===== config.mk =====
export PLATFORM = sky130hd
export DESIGN_NAME = dmem_arbiter_flat
export DESIGN_NICKNAME = d
export VERILOG_FILES = /design/src/rtl/dmem_arbiter_pkg.sv /design/src/rtl/dmem_arbiter_if.sv /design/src/rtl/dmem_grant_mux.sv /design/src/rtl/dmem_arbiter.sv /design/src/flat_wrapper.sv
export SDC_FILE = /design/constraint.sdc
export NUM_CORES = 1
export LEC_CHECK = 0
export CORE_AREA = 2 2 116 118
export DETAILED_ROUTE_END_ITERATION = 10
export DIE_AREA = 0 0 118 120
export PLACE_DENSITY = 0.77
export SETUP_SLACK_MARGIN = 0.15
export SLEW_MARGIN = 5
export SYNTH_ARGS = -nofsm -noshare
export SYNTH_HDL_FRONTEND = slang
export SYNTH_HIERARCHICAL = 1
export SYNTH_SLANG_ARGS = --single-unit

===== constraint.sdc =====
create_clock -name clk -period 2.6 [get_ports clk]
set_clock_uncertainty 0.15 [all_clocks]
set_input_delay 0.26 -clock clk [delete_from_list [all_inputs] [get_ports clk]]
set_output_delay 0.26 -clock clk [all_outputs]
set_load 0.05 [all_outputs]

===== src/rtl/dmem_arbiter_pkg.sv =====
`default_nettype none
// ============================================================================
// Module   : dmem_arbiter_pkg
// Brief    : Shared types and defaults for the data-memory port arbiter.
// Revision : 1.0 - initial release
// ============================================================================
package dmem_arbiter_pkg;
    localparam int c_data_w   = 32;
    localparam int c_addr_w   = 8;
    localparam int c_word_lsb = 2;

    typedef enum logic [0:0] {
        RUN   = 1'b0,
        CLEAR = 1'b1
    } arb_state_t;
endpackage
`default_nettype wire


===== src/rtl/dmem_arbiter_if.sv =====
`default_nettype none
// ============================================================================
// Module   : dmem_arbiter_if
// Brief    : CPU, debug, clear-control and memory-side signals of the arbiter.
// Revision : 1.0 - initial release
// ============================================================================
interface dmem_arbiter_if
    import dmem_arbiter_pkg::*;
#(
    parameter int DATA_W = c_data_w
);
    logic              cpu_req;
    logic              cpu_we;
    logic [31:0]       cpu_addr;
    logic [DATA_W-1:0] cpu_wdata;
    logic [DATA_W-1:0] cpu_rdata;
    logic              cpu_stall;
    logic              dbg_valid;
    logic              dbg_ready;
    logic              dbg_we;
    logic [31:0]       dbg_addr;
    logic [DATA_W-1:0] dbg_wdata;
    logic              dbg_rvalid;
    logic [DATA_W-1:0] dbg_rdata;
    logic              clr_start;
    logic              clr_busy;
    logic              clr_done;
    logic [31:0]       mem_addr;
    logic [DATA_W-1:0] mem_wdata;
    logic              mem_we;
    logic [DATA_W-1:0] mem_rdata;

    modport slave (
        input  cpu_req, cpu_we, cpu_addr, cpu_wdata,
        output cpu_rdata, cpu_stall,
        input  dbg_valid, dbg_we, dbg_addr, dbg_wdata,
        output dbg_ready, dbg_rvalid, dbg_rdata,
        input  clr_start,
        output clr_busy, clr_done,
        output mem_addr, mem_wdata, mem_we,
        input  mem_rdata
    );

    modport master (
        output cpu_req, cpu_we, cpu_addr, cpu_wdata,
        input  cpu_rdata, cpu_stall,
        output dbg_valid, dbg_we, dbg_addr, dbg_wdata,
        input  dbg_ready, dbg_rvalid, dbg_rdata,
        output clr_start,
        input  clr_busy, clr_done,
        input  mem_addr, mem_wdata, mem_we,
        output mem_rdata
    );
endinterface
`default_nettype wire


===== src/rtl/dmem_grant_mux.sv =====
`default_nettype none
// ============================================================================
// Module   : dmem_grant_mux
// Brief    : Combinational grant decision and memory-port steering.
// Revision : 1.0 - initial release
// ============================================================================
module dmem_grant_mux
    import dmem_arbiter_pkg::*;
#(
    parameter int DATA_W       = c_data_w,
    parameter int ADDR_W       = c_addr_w,
    parameter int STARVE_LIMIT = 4,
    parameter int STARVE_W     = $clog2(STARVE_LIMIT + 1)
) (
    input  wire logic                i_en,
    input  wire logic                i_clear,
    input  wire logic [ADDR_W-1:0]   i_clr_cnt,
    input  wire logic [STARVE_W-1:0] i_starve_cnt,
    input  wire logic                i_cpu_req,
    input  wire logic                i_cpu_we,
    input  wire logic [31:0]         i_cpu_addr,
    input  wire logic [DATA_W-1:0]   i_cpu_wdata,
    input  wire logic                i_dbg_valid,
    input  wire logic                i_dbg_we,
    input  wire logic [31:0]         i_dbg_addr,
    input  wire logic [DATA_W-1:0]   i_dbg_wdata,
    output logic [31:0]              o_mem_addr,
    output logic [DATA_W-1:0]        o_mem_wdata,
    output logic                     o_mem_we,
    output logic                     o_dbg_grant,
    output logic                     o_cpu_stall
);
    logic w_dbg_win;

    always_comb begin
        w_dbg_win   = i_dbg_valid &&
                      (!i_cpu_req || i_starve_cnt == STARVE_W'(STARVE_LIMIT));
        o_mem_addr  = i_cpu_addr;
        o_mem_wdata = i_cpu_wdata;
        o_mem_we    = 1'b0;
        o_dbg_grant = 1'b0;
        o_cpu_stall = 1'b0;
        // Everything stays quiet while reset is held.
        if (i_en) begin
            if (i_clear) begin
                o_mem_addr  = {{(32-ADDR_W-c_word_lsb){1'b0}}, i_clr_cnt,
                               {c_word_lsb{1'b0}}};
                o_mem_wdata = '0;
                o_mem_we    = 1'b1;
                o_cpu_stall = i_cpu_req;
            end else if (w_dbg_win) begin
                o_mem_addr  = i_dbg_addr;
                o_mem_wdata = i_dbg_wdata;
                o_mem_we    = i_dbg_we;
                o_dbg_grant = 1'b1;
                o_cpu_stall = i_cpu_req;
            end else if (i_cpu_req) begin
                o_mem_we    = i_cpu_we;
            end
        end
    end
endmodule
`default_nettype wire


===== src/rtl/dmem_arbiter.sv =====
`default_nettype none
// ============================================================================
// Module   : dmem_arbiter
// Brief    : CPU/debug data-memory port arbiter with hardware clear pass.
// Revision : 1.0 - initial release
// ============================================================================
module dmem_arbiter
    import dmem_arbiter_pkg::*;
#(
    parameter int DATA_W       = c_data_w,
    parameter int ADDR_W       = c_addr_w,
    parameter int STARVE_LIMIT = 4
) (
    input  wire logic       clk,
    input  wire logic       rst_n,
    dmem_arbiter_if.slave   bus
);
    localparam int c_starve_w = $clog2(STARVE_LIMIT + 1);

    arb_state_t              r_state;
    arb_state_t              w_state_nxt;
    logic [ADDR_W-1:0]       r_clr_cnt;
    logic [c_starve_w-1:0]   r_starve_cnt;
    logic                    r_dbg_rvalid;
    logic [DATA_W-1:0]       r_dbg_rdata;
    logic                    r_clr_done;
    logic                    w_clr_last;
    logic                    w_dbg_grant;
    logic                    w_dbg_read;

    assign w_clr_last = (r_state == CLEAR) && (&r_clr_cnt);
    assign w_dbg_read = w_dbg_grant && !bus.dbg_we;

    dmem_grant_mux #(
        .DATA_W       (DATA_W),
        .ADDR_W       (ADDR_W),
        .STARVE_LIMIT (STARVE_LIMIT),
        .STARVE_W     (c_starve_w)
    ) u_grant_mux (
        .i_en         (rst_n),
        .i_clear      (r_state == CLEAR),
        .i_clr_cnt    (r_clr_cnt),
        .i_starve_cnt (r_starve_cnt),
        .i_cpu_req    (bus.cpu_req),
        .i_cpu_we     (bus.cpu_we),
        .i_cpu_addr   (bus.cpu_addr),
        .i_cpu_wdata  (bus.cpu_wdata),
        .i_dbg_valid  (bus.dbg_valid),
        .i_dbg_we     (bus.dbg_we),
        .i_dbg_addr   (bus.dbg_addr),
        .i_dbg_wdata  (bus.dbg_wdata),
        .o_mem_addr   (bus.mem_addr),
        .o_mem_wdata  (bus.mem_wdata),
        .o_mem_we     (bus.mem_we),
        .o_dbg_grant  (w_dbg_grant),
        .o_cpu_stall  (bus.cpu_stall)
    );

    always_ff @(posedge clk) begin
        if (!rst_n) begin
            r_state <= RUN;
        end else begin
            r_state <= w_state_nxt;
        end
    end

    always_comb begin
        w_state_nxt = r_state;
        case (r_state)
            RUN:     if (bus.clr_start) w_state_nxt = CLEAR;
            CLEAR:   if (w_clr_last)    w_state_nxt = RUN;
            default: w_state_nxt = RUN;
        endcase
    end

    always_ff @(posedge clk) begin
        if (!rst_n) begin
            r_clr_cnt    <= '0;
            r_starve_cnt <= '0;
            r_dbg_rvalid <= 1'b0;
            r_dbg_rdata  <= '0;
            r_clr_done   <= 1'b0;
        end else begin
            r_clr_done   <= w_clr_last;
            r_dbg_rvalid <= w_dbg_read;
            if (w_dbg_read) begin
                r_dbg_rdata <= bus.mem_rdata;
            end
            // Natural wrap after word DEPTH-1 leaves the counter at 0 for the next pass.
            if (r_state == CLEAR) begin
                r_clr_cnt <= r_clr_cnt + 1'b1;
            end
            if (r_state == RUN) begin
                if (w_dbg_grant || !bus.dbg_valid) begin
                    r_starve_cnt <= '0;
                end else if (r_starve_cnt != c_starve_w'(STARVE_LIMIT)) begin
                    r_starve_cnt <= r_starve_cnt + 1'b1;
                end
            end
        end
    end

    assign bus.cpu_rdata  = bus.mem_rdata;
    assign bus.dbg_ready  = w_dbg_grant;
    assign bus.dbg_rvalid = r_dbg_rvalid;
    assign bus.dbg_rdata  = r_dbg_rdata;
    assign bus.clr_busy   = rst_n && (r_state == CLEAR);
    assign bus.clr_done   = r_clr_done;
endmodule
`default_nettype wire


===== src/flat_wrapper.sv =====
// flat-port wrapper written by rule: the top's interface ports become plain ports
module dmem_arbiter_flat import dmem_arbiter_pkg::*;
#(
    parameter int DATA_W       = c_data_w,
    parameter int ADDR_W       = c_addr_w,
    parameter int STARVE_LIMIT = 4
)
  (clk, rst_n, bus_cpu_req, bus_cpu_we, bus_cpu_addr, bus_cpu_wdata, bus_cpu_rdata, bus_cpu_stall, bus_dbg_valid, bus_dbg_we, bus_dbg_addr, bus_dbg_wdata, bus_dbg_ready, bus_dbg_rvalid, bus_dbg_rdata, bus_clr_start, bus_clr_busy, bus_clr_done, bus_mem_addr, bus_mem_wdata, bus_mem_we, bus_mem_rdata);
  dmem_arbiter_if #(.DATA_W(DATA_W)) bus_i ();
  input  wire logic clk;
  input  wire logic rst_n;
  input wire logic [$bits(bus_i.cpu_req)-1:0] bus_cpu_req;
  input wire logic [$bits(bus_i.cpu_we)-1:0] bus_cpu_we;
  input wire logic [$bits(bus_i.cpu_addr)-1:0] bus_cpu_addr;
  input wire logic [$bits(bus_i.cpu_wdata)-1:0] bus_cpu_wdata;
  output wire logic [$bits(bus_i.cpu_rdata)-1:0] bus_cpu_rdata;
  output wire logic [$bits(bus_i.cpu_stall)-1:0] bus_cpu_stall;
  input wire logic [$bits(bus_i.dbg_valid)-1:0] bus_dbg_valid;
  input wire logic [$bits(bus_i.dbg_we)-1:0] bus_dbg_we;
  input wire logic [$bits(bus_i.dbg_addr)-1:0] bus_dbg_addr;
  input wire logic [$bits(bus_i.dbg_wdata)-1:0] bus_dbg_wdata;
  output wire logic [$bits(bus_i.dbg_ready)-1:0] bus_dbg_ready;
  output wire logic [$bits(bus_i.dbg_rvalid)-1:0] bus_dbg_rvalid;
  output wire logic [$bits(bus_i.dbg_rdata)-1:0] bus_dbg_rdata;
  input wire logic [$bits(bus_i.clr_start)-1:0] bus_clr_start;
  output wire logic [$bits(bus_i.clr_busy)-1:0] bus_clr_busy;
  output wire logic [$bits(bus_i.clr_done)-1:0] bus_clr_done;
  output wire logic [$bits(bus_i.mem_addr)-1:0] bus_mem_addr;
  output wire logic [$bits(bus_i.mem_wdata)-1:0] bus_mem_wdata;
  output wire logic [$bits(bus_i.mem_we)-1:0] bus_mem_we;
  input wire logic [$bits(bus_i.mem_rdata)-1:0] bus_mem_rdata;
  assign bus_i.cpu_req = bus_cpu_req;
  assign bus_i.cpu_we = bus_cpu_we;
  assign bus_i.cpu_addr = bus_cpu_addr;
  assign bus_i.cpu_wdata = bus_cpu_wdata;
  assign bus_cpu_rdata = bus_i.cpu_rdata;
  assign bus_cpu_stall = bus_i.cpu_stall;
  assign bus_i.dbg_valid = bus_dbg_valid;
  assign bus_i.dbg_we = bus_dbg_we;
  assign bus_i.dbg_addr = bus_dbg_addr;
  assign bus_i.dbg_wdata = bus_dbg_wdata;
  assign bus_dbg_ready = bus_i.dbg_ready;
  assign bus_dbg_rvalid = bus_i.dbg_rvalid;
  assign bus_dbg_rdata = bus_i.dbg_rdata;
  assign bus_i.clr_start = bus_clr_start;
  assign bus_clr_busy = bus_i.clr_busy;
  assign bus_clr_done = bus_i.clr_done;
  assign bus_mem_addr = bus_i.mem_addr;
  assign bus_mem_wdata = bus_i.mem_wdata;
  assign bus_mem_we = bus_i.mem_we;
  assign bus_i.mem_rdata = bus_mem_rdata;
  dmem_arbiter #(.DATA_W(DATA_W), .ADDR_W(ADDR_W), .STARVE_LIMIT(STARVE_LIMIT)) u_core (.clk(clk), .rst_n(rst_n), .bus(bus_i));
endmodule

==> impl_results.md, run 1 <==
- Status: finished clean
- Critical path required time: 2.19 ns
- Critical R2R Capture: u_core/bus.dbg_rdata[4]
- Vias: 4879
- Mean Syn Cell Area: 7.97 um^2
- Worst Setup SP: bus_dbg_valid
- Post-route clock period utilization: 0.921
- Sequential area share after synthesis: 0.232
- Clock power frac: 0.206
- Post-synth net total: 667
- P_int: 0.00192 W
- Cell family contributing the most delay on the critical path: buffers and inverters
- End point of the critical path: bus_mem_addr[9]
- Final setup fails: 0
- Hold Crit Class: in -> reg
- Global route overflow: 0
- Dpl ws: 0.174 ns
- Setup TNS: 0 ns
- CP peak stage delay: 0.54 ns
- Slowest CP cell: clkdlybuf4s50_1
- WL final: 16900 um
- HPWL after detailed placement: 12600 um
- WP buf/inv: 3
- Global-route wire length before repair: 26000 um
- Syn-to-layout area delta: 95.9%
- Clk sinks: 46
- Root Driver: clkbuf_16
- Die width: 118 um
- FF-to-FF path depth: 7
- CP endpoint kind: output port
- Post-synth EDFFs: 0
- Overall routing resource usage: 0.224
- IO Port Bufs: 300
- Yosys warns: 6
- Share of layout cells above drive strength 1: 0.156
- Synth async-reset ratio: 0
- Hold_ws: 0.244 ns
- R2R Path Start: u_core/r_starve_cnt[0]
- Peak VDD IR: 336 uV
- Largest net degree at the start of global routing: 56
- Die Footprint: 0.0142 mm^2
- Cell variety after synth: 38
- Max_slew headroom: 0.643
- Row count: 42
- Wire per inst: 18.6 um
- Longest Clk Path Bufs: 2
- Crit Path Max Fanout: 19
- Worst skew pair latency: 0.28 ns
- Initial core utilization: 0.305
- Vias in the first global route: 4892
- Tmin final: 2.40 ns
- Fin area: 0.00776 mm^2
- CTS tree: yes
- Sw frac: 0.380
- RSZ-0062 raised after global routing: yes
- Pleak: 2.73 nW
- DRC: 0
- Iter 0 DRT Violations: 353
- Post-route setup slack: 0.205 ns
- Critical Path AT: 1.99 ns
- ANT cells: 0
- Cell area after placement: 0.00754 mm^2
- Sw Pwr: 0.00118 W
- Total power draw: 0.00309 W
- Post-CTS Setup Bufs: 0
- Critical path launch point type: input port
- First-pass DRT Iterations: 4
- Seq pwr share: 0.238
- Comb power frac: 0.556
- Fin. max-slew vios: 0
- #FFs+latches synth: 46
- FMAX: 0.418 GHz
- CTS Buf Count: 5
- Final-stage net count: 904
- Antenna violations before repair: 0
- CORE AREA: 0.0130 mm^2
- Worst Tran Pin Value: 0.534 ns
- Synth Instances: 497
- CP Depth: 6
- Reg2Reg Setup Slack: 0.59 ns
- Max-Cap Viols: 0
- H-tree Lvls: 2
- Clk pin slew, worst setup/hold paths: 0.07 ns
- Critical setup path kind: in -> out
- Die H: 120 um
- Ys flop type: dfxtp_1
- Crit-path cells: clkdlybuf4s50_1, and4bb_2, buf_4, nor4_1, nor3_1, buf_12
- Routed Antenna Nets: 0
- Cell Area, Synth: 0.00396 mm^2
- Final Hold Viols: 0
- Via/cell ratio: 5.36
- Pwr dens: 398 mW/mm^2
- Top-Level Pins: 301
- Filler cell count: 1108
- Final GP Congestion: 0.923
worst min-delay path by stage:
stage	slack (ns)	cells after the start	from	to
after floorplan	0.24	2	bus_mem_rdata[0]	u_core/bus.dbg_rdata[0]
after global placement	0.29	2	u_core/bus.dbg_rdata[3]	u_core/bus.dbg_rdata[3]
after detailed placement	0.30	2	u_core/bus.dbg_rdata[30]	u_core/bus.dbg_rdata[30]
after CTS	0.26	3	rst_n	u_core/r_state
after global routing	0.28	3	rst_n	u_core/r_state
final	0.24	2	rst_n	u_core/bus.dbg_rdata[6]
through the flow:
| step | std cells | utilization |
|---|---|---|
| finish | 911 | 0.598 |
| global route | 911 | 0.598 |
| CTS | 911 | 0.592 |
| detailed placement | 903 | 0.581 |
| global placement | 903 | 0.581 |
| floorplan | 497 | - |
layer usage:
metal	wire length, um	part of all wire	GRT usage	vias to the layer above
met1	6890	0.41	0.277	2317
met3	1200	0.071	0.0513	26
met4	333	0.020	0.0633	0
met5	0	0	0	-
met2	8510	0.50	0.389	242
li1	-	-	-	2294
Yosys cell counts, drive strengths merged, types with 3 or more instances:
master	number	area (um^2)
nand2b	3	18.8
xnor2	3	26.3
inv	4	15.0
nor4b	55	482
nor2	3	11.3
dfxtp	46	921
a211oi	8	60.1
nand2	73	274
nor4	8	50.1
nand4	3	25.0
nor3	9	45.0
and2	7	43.8
a311o	55	551
o22ai	10	62.6
nor2b	61	382
clkbuf	19	71.3
o21ai	5	25.0
buf	68	453
a21boi	36	270
or3	3	18.8
ha	3	37.5
registers in the layout (all words and copies together) (netlist names):
register / flops
u_core/bus.clr_done: 1
u_core/bus.dbg_rvalid: 1
u_core/bus.dbg_rdata: 32
u_core/r_clr_cnt: 8
u_core/r_starve_cnt: 3
u_core/r_state: 1
cell usage in the layout, fill, tap and decap left out, types with 5 or more instances in the layout:
cell type,Yosys,layout
a211oi_1,8,8
nor2b_1,61,58
nand2_1,73,72
nor4_1,8,8
a311o_1,55,55
a21boi_0,29,29
clkbuf_16,0,5
buf_4,33,14
and2_1,7,7
buf_12,0,72
nor4b_1,55,49
clkdlybuf4s50_1,0,231
o21ai_0,5,5
dfxtp_1,46,45
nor4b_2,0,6
a21boi_1,7,7
nor3_2,0,6
o22ai_1,10,10
power groups by stage:
stage	combinational, W	clock (W)	sequential [W]
4_1_cts	0.00171	0.000654	0.000736
2_1_floorplan	0.000826	0	0.000774
6_report	0.00172	0.000636	0.000736
3_5_place_dp	0.00171	0	0.000752
3_3_place_gp	0.00169	0	0.000751
5_1_grt	0.00178	0.000681	0.000738
timing repair:
item	in CTS	in global routing
endpoints found under the setup margin	0	61
gates resized for setup	0	14
hold buffers	0	0
final cells by class:
cell class,count,area (um^2),share of cell area
inverters,4,15.0,0.00193
clock inverters,3,18.8,0.00242
flip-flops and latches,46,925,0.119
well taps,176,220,0.0284
repair buffers,317,3860,0.497
multi-input cells,360,2600,0.335
clock buffers,5,125,0.0161
cells by family after synthesis:
kind of cell | synth area share
muxes | 0.00253
xor gates and xnor gates | 0.00884
buffers and inverters | 0.136
adders and majority gates | 0.00947
DFF | 0.232
and+or+nand+nor | 0.355
AOI/OAI and AO/OA | 0.256
No activity file was read; power rests on OpenSTA's default activity.
==> run 2, diff against run 1 <==
--- a/config.mk
+++ b/config.mk
@@ -5,10 +5,10 @@
 export SDC_FILE = /design/constraint.sdc
 export NUM_CORES = 1
 export LEC_CHECK = 0
-export CORE_AREA = 2 2 116 118
+export CORE_AREA = 4 4 115 117
 export DETAILED_ROUTE_END_ITERATION = 10
-export DIE_AREA = 0 0 118 120
-export PLACE_DENSITY = 0.77
+export DIE_AREA = 0 0 119 121
+export PLACE_DENSITY = 0.81
 export SETUP_SLACK_MARGIN = 0.15
 export SLEW_MARGIN = 5
 export SYNTH_ARGS = -nofsm -noshare
==> impl_results.md, run 2 (same netlist as run 1, synthesis figures left out) <==
- CP endpoint kind: output port
- Fin. max-slew vios: 0 (unchanged)
- Hold-fix buffers, CTS: 0 (unchanged)
- Reg2Reg Setup Slack: 0.68 ns (+0.09 ns)
- Most common cell after layout, fill and taps aside: clkdlybuf4s50_1
- Overall routing resource usage: 0.212 (-0.0117)
- Worst skew pair latency: 0.28 ns (about the same)
- FF-to-FF path depth: 4 (-3)
- Vias in the first global route: 4831 (-1.2%)
- HPWL after detailed placement: 12600 um (-0.21%)
- Clk pin slew, worst setup/hold paths: 0.06 ns (about the same)
- Die Footprint: 0.0144 mm^2 (+1.7%)
- Post-CTS Setup Bufs: 0 (unchanged)
- Row count: 41 (-2.4%)
- Critical R2R Capture: u_core/r_clr_cnt[7]
- Sw frac: 0.367 (-0.0135)
- Top-Level Pins: 301 (unchanged)
- FMAX: 0.415 GHz (-0.56%)
- Global-route wire length before repair: 25400 um (-2.5%)
- Seq pwr share: 0.236 (-0.002)
- Post-route setup slack: 0.191 ns (-0.0135 ns)
- Status: finished clean
- Peak VDD IR: 396 uV (+18%)
- Syn-to-layout area delta: 94.0%
- Commonest non-fill, non-tap cells in the layout: 230 x clkdlybuf4s50_1, 72 x nand2_1, 64 x buf_12, 58 x nor2b_1, 55 x a311o_1
- Critical setup path kind: reg -> out
- Post-route clock period utilization: 0.926 (+0.00521)
- Via/cell ratio: 5.30 (-1.0%)
- Clock power frac: 0.231 (+0.025)
- H-tree Lvls: 2 (unchanged)
- Final GP Congestion: 0.818 (-11%)
- Initial core utilization: 0.321 (+0.0152)
- Share of layout cells above drive strength 1: 0.151 (-0.00544)
- Sw Pwr: 0.00115 W (-2.4%)
- Pleak: 2.71 nW (-0.75%)
- ANT cells: 0 (unchanged)
- Iter 0 DRT Violations: 321 (-9.1%)
- Worst Setup SP: u_core/r_starve_cnt[0]
- Critical Path AT: 2.00 ns (about the same)
- First-pass DRT Iterations: 4 (unchanged)
- P_int: 0.00198 W (+3.4%)
- Critical path required time: 2.19 ns (about the same)
- End point of the critical path: bus_mem_wdata[3]
- Dpl ws: 0.138 ns (-0.0359 ns)
- Pwr dens: 407 mW/mm^2 (+2.1%)
- Crit Path Max Fanout: 32 (+13)
- Final Hold Viols: 0 (unchanged)
- Worst Tran Pin Value: 0.534 ns (+0.000238 ns)
- Comb power frac: 0.534 (-0.022)
- Wire per inst: 18.4 um (-1.1%)
- Routed Antenna Nets: 0 (unchanged)
- Final setup fails: 0 (unchanged)
- Longest Clk Path Bufs: 2 (unchanged)
- R2R Path Start: u_core/r_state
- DRC: 0 (unchanged)
- Clk sinks: 46 (unchanged)
- Max-Cap Viols: 0 (unchanged)
- CORE AREA: 0.0124 mm^2 (-4.8%)
- Global route overflow: 0 (unchanged)
- Root Driver: clkbuf_16
- Antenna violations before repair: 0 (unchanged)
- Largest net degree at the start of global routing: 65 (+16%)
- Max_slew headroom: 0.643 (about the same)
- CTS tree: yes
- Final-stage net count: 904 (unchanged)
- Vias: 4807 (-1.5%)
- Setup TNS: 0 ns (unchanged)
- Critical path launch point type: flip-flop
- Tmin final: 2.41 ns (+0.0135 ns)
- CTS Buf Count: 5 (unchanged)
- Number of flip-flops in the largest register: 32 (unchanged)
- Placed cell count: 898 (-0.55%)
- WL final: 16700 um (-1.5%)
- Filler cell count: 1003 (-9.5%)
- Hold Crit Class: reg -> reg
- RSZ-0062 raised after global routing: no
- IO Port Bufs: 300 (unchanged)
- Die width: 119 um (+0.85%)
- Final Non-Filler Cells: 907 (-0.44%)
- Die H: 121 um (+0.83%)
run 2: cell count changes in the layout (fill, tap and decap cells not counted), moves of 5 or more:
cell,previous run,this run
nor3_1,3,8
buf_12,72,64
buf_4,14,21
nor3_2,6,1
run 2: layer usage:
metal | GRT usage | vias to the layer above | wire (um)
met4 | 0.0492 | 0 | 312
met3 | 0.0531 | 20 | 1270
met5 | 0 | - | 0
li1 | - | 2297 | -
met1 | 0.250 | 2272 | 6540
met2 | 0.386 | 218 | 8570
run 2: worst min path at each step:
stage | from | end | slack [ns] | depth (start not counted)
floorplan | bus_mem_rdata[0] | u_core/bus.dbg_rdata[0] | 0.24 | 2
global placement | u_core/bus.dbg_rdata[0] | u_core/bus.dbg_rdata[0] | 0.29 | 2
detailed placement | u_core/bus.dbg_rdata[28] | u_core/bus.dbg_rdata[28] | 0.30 | 2
CTS | u_core/bus.dbg_rdata[28] | u_core/bus.dbg_rdata[28] | 0.31 | 2
global route | u_core/bus.dbg_rdata[9] | u_core/bus.dbg_rdata[9] | 0.33 | 2
finish | u_core/bus.dbg_rdata[9] | u_core/bus.dbg_rdata[9] | 0.31 | 2
run 2: what timing repair did:
action                                 CTS  global route
setup endpoints to repair                1            51
endpoints found under the hold margin    0             0
gates cloned                             0             1
resized for setup                        1             9
run 2: worst max-delay path, cell delays in order, from the launching register on:
cell	delay [ns]
dfxtp_1	0.41
and4bb_2	0.32
buf_12	0.18
nor4b_1	0.41
a311o_1	0.23
buf_12	0.15
run 2: cell type report:
| type | instances | area (um^2) | area share |
|---|---|---|---|
| clock buffers | 5 | 125 | 0.0163 |
| well taps | 172 | 215 | 0.0280 |
| repair buffers | 317 | 3780 | 0.492 |
| flip-flops and latches | 46 | 925 | 0.120 |
| clock inverters | 3 | 43.8 | 0.00570 |
| inverters | 4 | 15.0 | 0.00195 |
| multi-input cells | 360 | 2580 | 0.336 |
run 2: power by group through the flow:
stage / logic, W / registers (W) / clock network, W
after floorplan: 0.000826 / 0.000774 / 0
after global placement: 0.00164 / 0.000753 / 0
after detailed placement: 0.00166 / 0.000754 / 0
after CTS: 0.00167 / 0.000738 / 0.000737
after global routing: 0.00173 / 0.000741 / 0.000767
final: 0.00167 / 0.000738 / 0.000721
run 2: stage by stage:
step	util	instance area, um^2	total power (W)	hold WS [ns]
2_1_floorplan	-	3970	0.00160	0.245
3_3_place_gp	0.601	7430	0.00240	0.292
3_5_place_dp	0.601	7430	0.00242	0.304
4_1_cts	0.615	7600	0.00314	0.314
5_1_grt	0.622	7690	0.00324	0.329
6_report	0.622	7690	0.00313	0.309
==> run 3, diff against run 2 <==
--- a/config.mk
+++ b/config.mk
@@ -8,9 +8,9 @@
 export CORE_AREA = 4 4 115 117
 export DETAILED_ROUTE_END_ITERATION = 10
 export DIE_AREA = 0 0 119 121
-export PLACE_DENSITY = 0.81
+export PLACE_DENSITY = 0.8
 export SETUP_SLACK_MARGIN = 0.15
-export SLEW_MARGIN = 5
+export SLEW_MARGIN = 25
 export SYNTH_ARGS = -nofsm -noshare
 export SYNTH_HDL_FRONTEND = slang
 export SYNTH_HIERARCHICAL = 1
==> impl_results.md, run 3 (same netlist as run 1, synthesis figures left out) <==
- RSZ-0062 raised after global routing: no
- Setup TNS: 0 ns (unchanged)
- Hold-fix buffers, CTS: 0 (unchanged)
- Comb power frac: 0.556 (+0.022)
- Longest Clk Path Bufs: 2 (unchanged)
- Wire per inst: 19.5 um (+5.8%)
- Most common cell after layout, fill and taps aside: clkdlybuf4s50_1
- Endpoint, Worst Hold: u_core/bus.dbg_rdata[9]
- CP peak stage delay: 0.57 ns (+0.16 ns)
- Sw frac: 0.380 (+0.0130)
- Critical path launch point type: input port
- Global route overflow: 0 (unchanged)
- Overall routing resource usage: 0.220 (+0.00785)
- WL final: 17800 um (+6.8%)
- Die width: 119 um (unchanged)
- Critical Path AT: 1.98 ns (-0.02 ns)
- Worst Tran Pin Value: 0.530 ns (-0.00335 ns)
- Clk pin slew, worst setup/hold paths: 0.06 ns (about the same)
- HPWL after detailed placement: 13100 um (+4.1%)
- Critical setup path kind: in -> out
- Clk sinks: 46 (unchanged)
- Root Driver: clkbuf_16
- Tmin final: 2.39 ns (-0.0200 ns)
- Hold path start: rst_n
- Hold Crit Class: in -> reg
- R2R Path Start: u_core/r_starve_cnt[2]
- Via/cell ratio: 5.50 (+3.8%)
- Top-Level Pins: 301 (unchanged)
- Hold_ws: 0.235 ns (-0.0737 ns)
- Initial core utilization: 0.321 (unchanged)
- Seq pwr share: 0.241 (+0.005)
- H-tree Lvls: 2 (unchanged)
- Critical R2R Capture: u_core/bus.dbg_rdata[27]
- ANT cells: 0 (unchanged)
- Die Footprint: 0.0144 mm^2 (unchanged)
- CTS tree: yes
- Worst skew pair latency: 0.28 ns (about the same)
- Final Hold Viols: 0 (unchanged)
- Slowest CP cell: clkdlybuf4s50_1
- Max_slew headroom: 0.645 (+0.00224)
- FF-to-FF path depth: 6 (+2)
- Cell family contributing the most delay on the critical path: buffers and inverters
- Post-route setup slack: 0.211 ns (+0.0200 ns)
- CP endpoint kind: output port
- CTS Buf Count: 5 (unchanged)
- Die H: 121 um (unchanged)
- Peak VDD IR: 308 uV (-22%)
- Hold Path Depth: 2 (unchanged)
- Status: finished clean
- Vias: 5040 (+4.8%)
- WP buf/inv: 4 (+2)
- Commonest non-fill, non-tap cells in the layout: 230 x clkdlybuf4s50_1, 72 x nand2_1, 65 x buf_12, 58 x nor2b_1, 55 x a311o_1
- Syn-to-layout area delta: 96.6%
- Global-route wire length before repair: 26300 um (+3.8%)
- Dpl ws: 0.142 ns (+0.00429 ns)
- IO Port Bufs: 300 (unchanged)
- Fin. max-slew vios: 0 (unchanged)
- Final setup fails: 0 (unchanged)
- Pwr dens: 393 mW/mm^2 (-3.5%)
- Crit-path cells: clkdlybuf4s50_1, nor2b_4, buf_12, clkbuf_16, nor4b_1, a311o_1, buf_12
- Max-Cap Viols: 0 (unchanged)
- CORE AREA: 0.0124 mm^2 (unchanged)
- FMAX: 0.419 GHz (+0.84%)
- Crit Path Max Fanout: 14 (-56%)
- Post-route clock period utilization: 0.919 (-0.00771)
- Pleak: 2.76 nW (+2.0%)
- First-pass DRT Iterations: 5 (+1)
- Crit path top cell by count: buf_12
- Vias in the first global route: 5074 (+5.0%)
- Critical path required time: 2.19 ns (about the same)
- Share of layout cells above drive strength 1: 0.163 (+0.0116)
- Clock power frac: 0.203 (-0.028)
- Row count: 41 (unchanged)
- Iter 0 DRT Violations: 325 (+1.2%)
- Final GP Congestion: 0.878 (+7.3%)
- Number of flip-flops in the largest register: 32 (unchanged)
- Antenna violations before repair: 0 (unchanged)
- Largest net degree at the start of global routing: 58 (-11%)
- Sw Pwr: 0.00116 W (+1.3%)
- Routed Antenna Nets: 0 (unchanged)
- Reg2Reg Setup Slack: 0.84 ns (+0.16 ns)
- Final-stage net count: 913 (+1.0%)
- DRC: 0 (unchanged)
- P_int: 0.00190 W (-4.2%)
[run 3: layout make-up]
| class | instances | area, um^2 |
|---|---|---|
| repair buffers | 326 | 3890 |
| flip-flops and latches | 46 | 925 |
| inverters | 4 | 15.0 |
| well taps | 172 | 215 |
| multi-input cells | 360 | 2600 |
| clock buffers | 5 | 125 |
| clock inverters | 3 | 18.8 |
| fillers | 996 | 4570 |
[run 3: metrics by stage]
| step | std cells | area, um^2 | utilization | power (W) |
|---|---|---|---|---|
| detailed placement | 902 | 7460 | 0.603 | 0.00242 |
| floorplan | 497 | 3970 | - | 0.00160 |
| finish | 916 | 7790 | 0.630 | 0.00306 |
| global placement | 902 | 7460 | 0.603 | 0.00240 |
| CTS | 910 | 7610 | 0.616 | 0.00306 |
| global route | 916 | 7790 | 0.630 | 0.00317 |
[run 3: per-layer routing]
metal	vias to the layer above	part of all wire	GRT usage
met4	0	0.025	0.0666
met3	33	0.090	0.0681
met5	-	0	0
met1	2403	0.38	0.248
li1	2315	-	-
met2	289	0.51	0.397
[run 3: power by group through the flow]
stage / clock network (W) / registers [W] / logic [W]
3_5_place_dp: 0 / 0.000752 / 0.00167
3_3_place_gp: 0 / 0.000751 / 0.00165
5_1_grt: 0.000671 / 0.000738 / 0.00176
6_report: 0.000622 / 0.000736 / 0.00170
2_1_floorplan: 0 / 0.000774 / 0.000826
4_1_cts: 0.000646 / 0.000736 / 0.00167
[run 3: how the worst max path moves through the flow]
stage | start | to | depth (start not counted)
floorplan | u_core/r_starve_cnt[0] | bus_mem_addr[2] | 5
global placement | bus_dbg_valid | bus_mem_addr[19] | 6
detailed placement | bus_dbg_valid | bus_mem_wdata[16] | 6
CTS | bus_dbg_valid | bus_mem_addr[19] | 6
global route | bus_cpu_req | bus_mem_wdata[9] | 6
finish | bus_cpu_req | bus_mem_addr[23] | 7
[run 3: repair_timing]
item | 4_1_cts | 5_1_grt
resized for setup | 1 | 11
buffers inserted | 0 | 3
setup endpoints to repair | 1 | 57
hold endpoints to repair | 0 | 0
cloned | 0 | 3
pin swaps | 0 | 0
